--- src/rtl/seq_multiplier.sv ---
// Shift-add unsigned multiplier: one multiplier bit per clock, result + wrEn strobe WIDTH+1 edges after accept.
// No backpressure: start is taken only when ready, requests during RUN/DONE are dropped.
module seq_multiplier #(
   parameter int WIDTH = 12
) (
   input  logic             clk,
   input  logic             rst,
   input  logic             start,
   input  logic [WIDTH-1:0] a,
   input  logic [WIDTH-1:0] b,
   output logic             ready,
   output logic             busy,
   output logic [WIDTH-1:0] dataOut,
   output logic             overflow,
   output logic             wrEn
);

   localparam int CW = (WIDTH > 1) ? $clog2(WIDTH) : 1;
   localparam logic [CW-1:0] LAST = CW'(WIDTH - 1);

   typedef enum logic [1:0] {
      IDLE = 2'd0,
      RUN  = 2'd1,
      DONE = 2'd2
   } state_t;

   state_t             state_q, state_d;
   logic [2*WIDTH-1:0] mcand_q, mcand_d;
   logic [WIDTH-1:0]   mplier_q, mplier_d;
   logic [2*WIDTH-1:0] acc_q, acc_d;
   logic [CW-1:0]      cnt_q, cnt_d;
   logic [WIDTH-1:0]   dout_q, dout_d;
   logic               ovf_q, ovf_d;
   logic               wren_q, wren_d;

   always_ff @(posedge clk or posedge rst) begin
      if (rst) begin
         state_q  <= IDLE;
         mcand_q  <= '0;
         mplier_q <= '0;
         acc_q    <= '0;
         cnt_q    <= '0;
         dout_q   <= '0;
         ovf_q    <= 1'b0;
         wren_q   <= 1'b0;
      end else begin
         state_q  <= state_d;
         mcand_q  <= mcand_d;
         mplier_q <= mplier_d;
         acc_q    <= acc_d;
         cnt_q    <= cnt_d;
         dout_q   <= dout_d;
         ovf_q    <= ovf_d;
         wren_q   <= wren_d;
      end
   end

   always_comb begin
      state_d  = state_q;
      mcand_d  = mcand_q;
      mplier_d = mplier_q;
      acc_d    = acc_q;
      cnt_d    = cnt_q;
      dout_d   = dout_q;
      ovf_d    = ovf_q;
      wren_d   = 1'b0;
      case (state_q)
         IDLE: begin
            if (start) begin
               mcand_d  = {{WIDTH{1'b0}}, a};
               mplier_d = b;
               acc_d    = '0;
               cnt_d    = '0;
               state_d  = RUN;
            end
         end
         RUN: begin
            // Multiplicand walks left while the multiplier walks right, so bit 0 is always the current bit.
            if (mplier_q[0]) begin
               acc_d = acc_q + mcand_q;
            end
            mcand_d  = mcand_q << 1;
            mplier_d = mplier_q >> 1;
            cnt_d    = cnt_q + CW'(1);
            if (cnt_q == LAST) begin
               state_d = DONE;
            end
         end
         DONE: begin
            dout_d  = acc_q[WIDTH-1:0];
            ovf_d   = |acc_q[2*WIDTH-1:WIDTH];
            wren_d  = 1'b1;
            state_d = IDLE;
         end
         default: state_d = IDLE;
      endcase
   end

   assign ready    = (state_q == IDLE);
   assign busy     = ~ready;
   assign dataOut  = dout_q;
   assign overflow = ovf_q;
   assign wrEn     = wren_q;

endmodule

--- config.mk ---
export PLATFORM = sky130hd
export DESIGN_NAME = seq_multiplier
export DESIGN_NICKNAME = d
export VERILOG_FILES = /design/src/rtl/seq_multiplier.sv
export SDC_FILE = /design/constraint.sdc
export NUM_CORES = 1
export LEC_CHECK = 0
export BUFFER_PORTS_ARGS = -buffer_cell sky130_fd_sc_hd__buf_2
export CORE_MARGIN = 4
export CORE_UTILIZATION = 45
export CTS_CLUSTER_DIAMETER = 200
export DETAILED_ROUTE_END_ITERATION = 6
export HOLD_SLACK_MARGIN = 0.15
export PLACE_DENSITY = 0.74
export SYNTH_ARGS = -nofsm -noshare
export SYNTH_HDL_FRONTEND = slang
export SYNTH_SLANG_ARGS = --single-unit
export TNS_END_PERCENT = 100
--- constraint.sdc ---
create_clock -name clk -period 3.6 [get_ports clk]
set_input_delay 0.36 -clock clk [delete_from_list [all_inputs] [get_ports clk]]
set_output_delay 0.36 -clock clk [all_outputs]
set_load 0.05 [all_outputs]
Word level (Yosys, flattened, before mapping)
Index checks and enable logic that the tools add are counted.
Cells by class
  $add $sub $neg: 2
  multiply operators: 0
  divide/modulo/power cells: 0
  order comparisons: 0
  equality and inequality tests: 6
  shifts and indexed selects: 0
  mux-type cells: 13
  bitwise logic cells: 1
  reduce and logical (&&, ||, !) cells: 6
Operators by type and width (count)
  case mux 24 bit (2 select lines): 2
  two-way mux 24 bit: 3
  adder 24 bit: 1
  case mux 12 bit (2 select lines): 1
  two-way mux 12 bit: 1
  OR reduction 12 bit: 1
  case mux 4 bit (2 select lines): 1
  != test 2 bit (second input constant): 3
  adder 4 x 1 -> 4 bit (second input constant): 1
  == test 4 bit (second input constant): 1
  two-way mux 2 bit: 2
  two-way mux 4 bit: 1
  case mux 2 bit (2 select lines): 1
  AND reduction 2 bit: 2
  AND reduction 3 bit: 1
  == test 2 x 1 -> 1 bit (second input constant): 1
  == test 2 bit (second input constant): 1
  logical NOT 2 bit: 1
  nonzero test 2 bit: 1
  two-way mux 1 bit: 1
  inverter 1 bit: 1
Storage, ports and cells
  bits in registers: 80
  bits in latches: 0
  memory bits (writable): 0
  ROM bits: 0
  logic and storage cells: 36
  memories kept: 0

Depth between registers and ports, before layout
  depth after elaboration: 3
  depth in mapped cells: 9
  depth with buffers taken out: 9

Least setup slack after synthesis
No wires, ideal clock.
  kind: register to register
  start: register mcand_q[0]
  end: register acc_q[16]
  library setup time: 0.122 ns
  arrival: 2.448 ns
  data required time: 3.478 ns
  setup slack: 1.031 ns
  stages on the path, launching flop included: 10
  buffers on the path: 0
  cells stage by stage: dfrtp_1 -> ha_1 -> fa_1 -> a21o_1 -> a221oi_4 -> o22ai_2 -> a21boi_2 -> nor3_1 -> or3_1 -> a32o_1
Between the ends
  cells in the longest elaborated chain, start to end: 3
Ends and longest elaborated chain
  start, declared: line 28  | logic [2*WIDTH-1:0] mcand_q, mcand_d;
  start signal, assigned: line 48  | mcand_q <= mcand_d;
  adder 24 bit: line 80  | acc_d = acc_q + mcand_q;
  two-way mux 24 bit: line 79  | if (mplier_q[0]) begin
  case mux 24 bit (2 select lines): line 67  | case (state_q)
  end signal, assigned: line 41  | acc_q <= '0;
  end signal, assigned: line 50  | acc_q <= acc_d;
  end, declared: line 30  | logic [2*WIDTH-1:0] acc_q, acc_d;
Every way passes these cells. The select of a mux whose other input is x is not followed.
A chain may end at the register's enable or synchronous reset.

Worst setup path in the final report
Same ends and word-level chain as after synthesis.

==> metrics.cfg <==
[clocking]
cts_tree = yes
cts_hold_buf = 1
clk_root_buffer_cell = clkbuf_8
cts_made_buffers = 9
clk_pin_slew_worst_paths_ns = 0.08
postCtsSetupBuffers = 0
cts_sinks = 80
clk_latency_ns = 0.35
clockBufferDepth = 2
ctsResizeCount = 0
h-tree-depth = 3

[yosys]
synthAdderAreaFrac_pct = 7.33
synthesis.nets = 492
syn_inst = 440
yosysTopAreaCellShare_pct = 45.8
synth_top_family_by_area = compound AO/OA/AOI/OAI gates
ys_seq_area_share_pct = 45.8
synth_cell_types = 44
async_flop_share_pct = 100
yosys_warnings = 0
synthMuxAreaShare_pct = 3.55
syn_avg_cell_area_um2 = 9.94
synth-compound-area-share_pct = 25.6
yosys.area_share.xor_xnor_pct = 3.81
synth_area_mm2 = 0.00437
synthTopCellsByArea = dfrtp_1 (46%), ha_1 (6.9%), o21ai_0 (6.3%), a21oi_1 (4.8%), a22oi_1 (3.9%)
synth_seq_cells = 80
synth-simple-area-share_pct = 11.5
ys.flop_type = dfrtp_1
synth_edf_count = 0
synth.largest_area_cell = dfrtp_1

[timing]
slew_violations = 0
slew_headroom_pct = 15.1
finClkSkew_ns = 0.00619
fin_setup_tns_ns = 0
period_share_pct = 76.6
worst_slack_ns = 0.844
finalSetupViolCount = 0
max_freq_ghz = 0.363
worst_slew_pin_slew_ns = 1.27
layout_min_cycle_time_ns = 2.76
hold_slack_ns = 0.270
grt_setup_unrepaired = false
hold_viol = 0

[worst_setup_path]
crit_type = flop to flop
cpMaxStageDelayCell = dfrtp_1
critPathRequiredTime_ns = 3.83
crit_fanout = 3
worstSetupEndpointType = flop
path_delay_family = compound AO/OA/AOI/OAI gates
critPathBufInv = 0
cpPeakStageDelay_ns = 0.41
startpoint_type = flop
crit_arrival_ns = 2.99
path_cells = ha_1 > fa_1 > a21o_1 > a221oi_4 > o22ai_2 > a21boi_2 > nor3_1 > or3_1 > a32o_1

[global_routing]
grt_overflow = 0
grt_start_max_net_pins = 42
antenna_found_initial = 0
grt_pass1_vias = 3394
grt_util_all_layers_pct = 18.0
grt_pass1_wl_mm = 16.7

[placed_design]
place.gp.congestion = 0.882
dp_hpwl_mm = 6.94
io_buffer_count = 42
dp_cells = 594
placed_cell_area_mm2 = 0.00471
dp_slack_ns = 0.886

[power_and_ir_drop]
p_sw_mw = 1.69
p_seq_share_pct = 39.3
cellLeakagePower_nw = 2.19
internal-power_mw = 2.24
switching_share_pct = 43.0
combPwrFrac_pct = 44.4
p_clk_share_pct = 16.3
ir_drop_uv = 361
power_density_mw_per_mm2 = 801
power_mw = 3.93

[die]
dieArea_mm2 = 0.0114
io_pins = 43
initial_utilization_pct = 46.9
fp.dieH_um = 107
core.rowCount = 35
die_w_um = 107
coreArea_mm2 = 0.00933

[layout]
layoutNonFillerInstCount = 611
antennaDiodeCount = 0
final_common_cell = dfrtp_1
finalInstanceArea_mm2 = 0.00491
mostFrequentLayoutCells = dfrtp_1 (80), o21ai_0 (55), a21oi_1 (42), buf_2 (42), nand2_1 (37)
fin_util_pct = 52.6
num-nets-final = 529
area_delta_synth_final_pct = 12.2
drive_above_1_share_pct = 17.0

[drt]
via_count = 3559
antenna_left = 0
wl_per_cell_um = 15.9
dr.first_iter.drc_count = 176
wl_mm = 9.71
drc = 0
dr.pass1.iters = 6
viasPerCell = 5.82

[flow_run]
cap_violations = 0

[worst_hold_path]
min_path_type = primary input to flop

[status]
outcome = complete, no violations

[routing by layer]
metal / GRT usage [%] / vias to the layer above / share of wire, % / routed length, um
li1: - / 1714 / - / -
met2: 26.6 / 118 / 44 / 4230
met5: 0 / - / 0 / 0
met4: 6.58 / 0 / 2.3 / 227
met3: 2.61 / 22 / 6.0 / 582
met1: 26.9 / 1705 / 48 / 4670
[state kept, by name (all words and copies together) (netlist names)]
name,cells
state_q,2
overflow,1
wrEn,1
cnt_q,4
mcand_q,24
dataOut,12
mplier_q,12
acc_q,24
[power groups by stage]
stage | logic [mW] | registers [mW] | clock network (mW)
floorplan | 1.33 | 1.52 | 0
global placement | 1.68 | 1.54 | 0
detailed placement | 1.73 | 1.56 | 0
CTS | 1.74 | 1.54 | 0.652
global route | 1.97 | 1.59 | 0.693
finish | 1.74 | 1.55 | 0.641
[Yosys cell counts (all sizes together), types with 3 or more instances]
| master | instances |
|---|---|
| xnor2 | 8 |
| a21o | 10 |
| or3 | 3 |
| a32o | 3 |
| nor2 | 10 |
| nor2b | 25 |
| a22oi | 23 |
| and3 | 3 |
| nand3 | 6 |
| o21ai | 55 |
| buf | 3 |
| xor2 | 11 |
| a21oi | 42 |
| inv | 4 |
| a211oi | 4 |
| dfrtp | 80 |
| a31oi | 4 |
| nor3 | 5 |
| o21bai | 3 |
| a22o | 15 |
| nand2 | 37 |
| and2 | 3 |
| ha | 24 |
| mux2 | 12 |
| nand4 | 3 |
| nor4 | 3 |
| clkbuf | 21 |
[final timing paths]
check                            from         end  slack, ns  cells after the start
hold / removal                   a[0]  mcand_q[0]       0.27                      2
max in group asynchronous         rst  state_q[1]       2.01                      4
min in group asynchronous         rst    cnt_q[1]       0.62                      3
setup reg to reg           mcand_q[0]   acc_q[16]       0.84                      9
setup / recovery           mcand_q[0]   acc_q[16]       0.84                      9
hold reg to reg            dataOut[9]  dataOut[9]       0.50                      1
[final cells by class]
class / count / area [um2]
Fill cell: 842 / 4420
Multi-Input combinational cell: 332 / 2270
Sequential cell: 80 / 2000
Timing Repair Buffer: 50 / 273
Tap cell: 129 / 161
Clock buffer: 10 / 128
Clock inverter: 6 / 60.1
Inverter: 4 / 16.3
[kinds of logic after synthesis]
group	after synthesis
flops	80
compound gates	173
xor+xnor	19
fa+ha+maj	25
simple gates	101
mux	14
buf+inv	28
[worst reg2reg max path, stage by stage (launching register included)]
cell and delay (ns):
dfrtp_1 0.41, ha_1 0.25, fa_1 0.41, a21o_1 0.22, a221oi_4 0.33, o22ai_2 0.15, a21boi_2 0.20, nor3_1 0.09
or3_1 0.35, a32o_1 0.25
(Power assumes the default switching activity.)
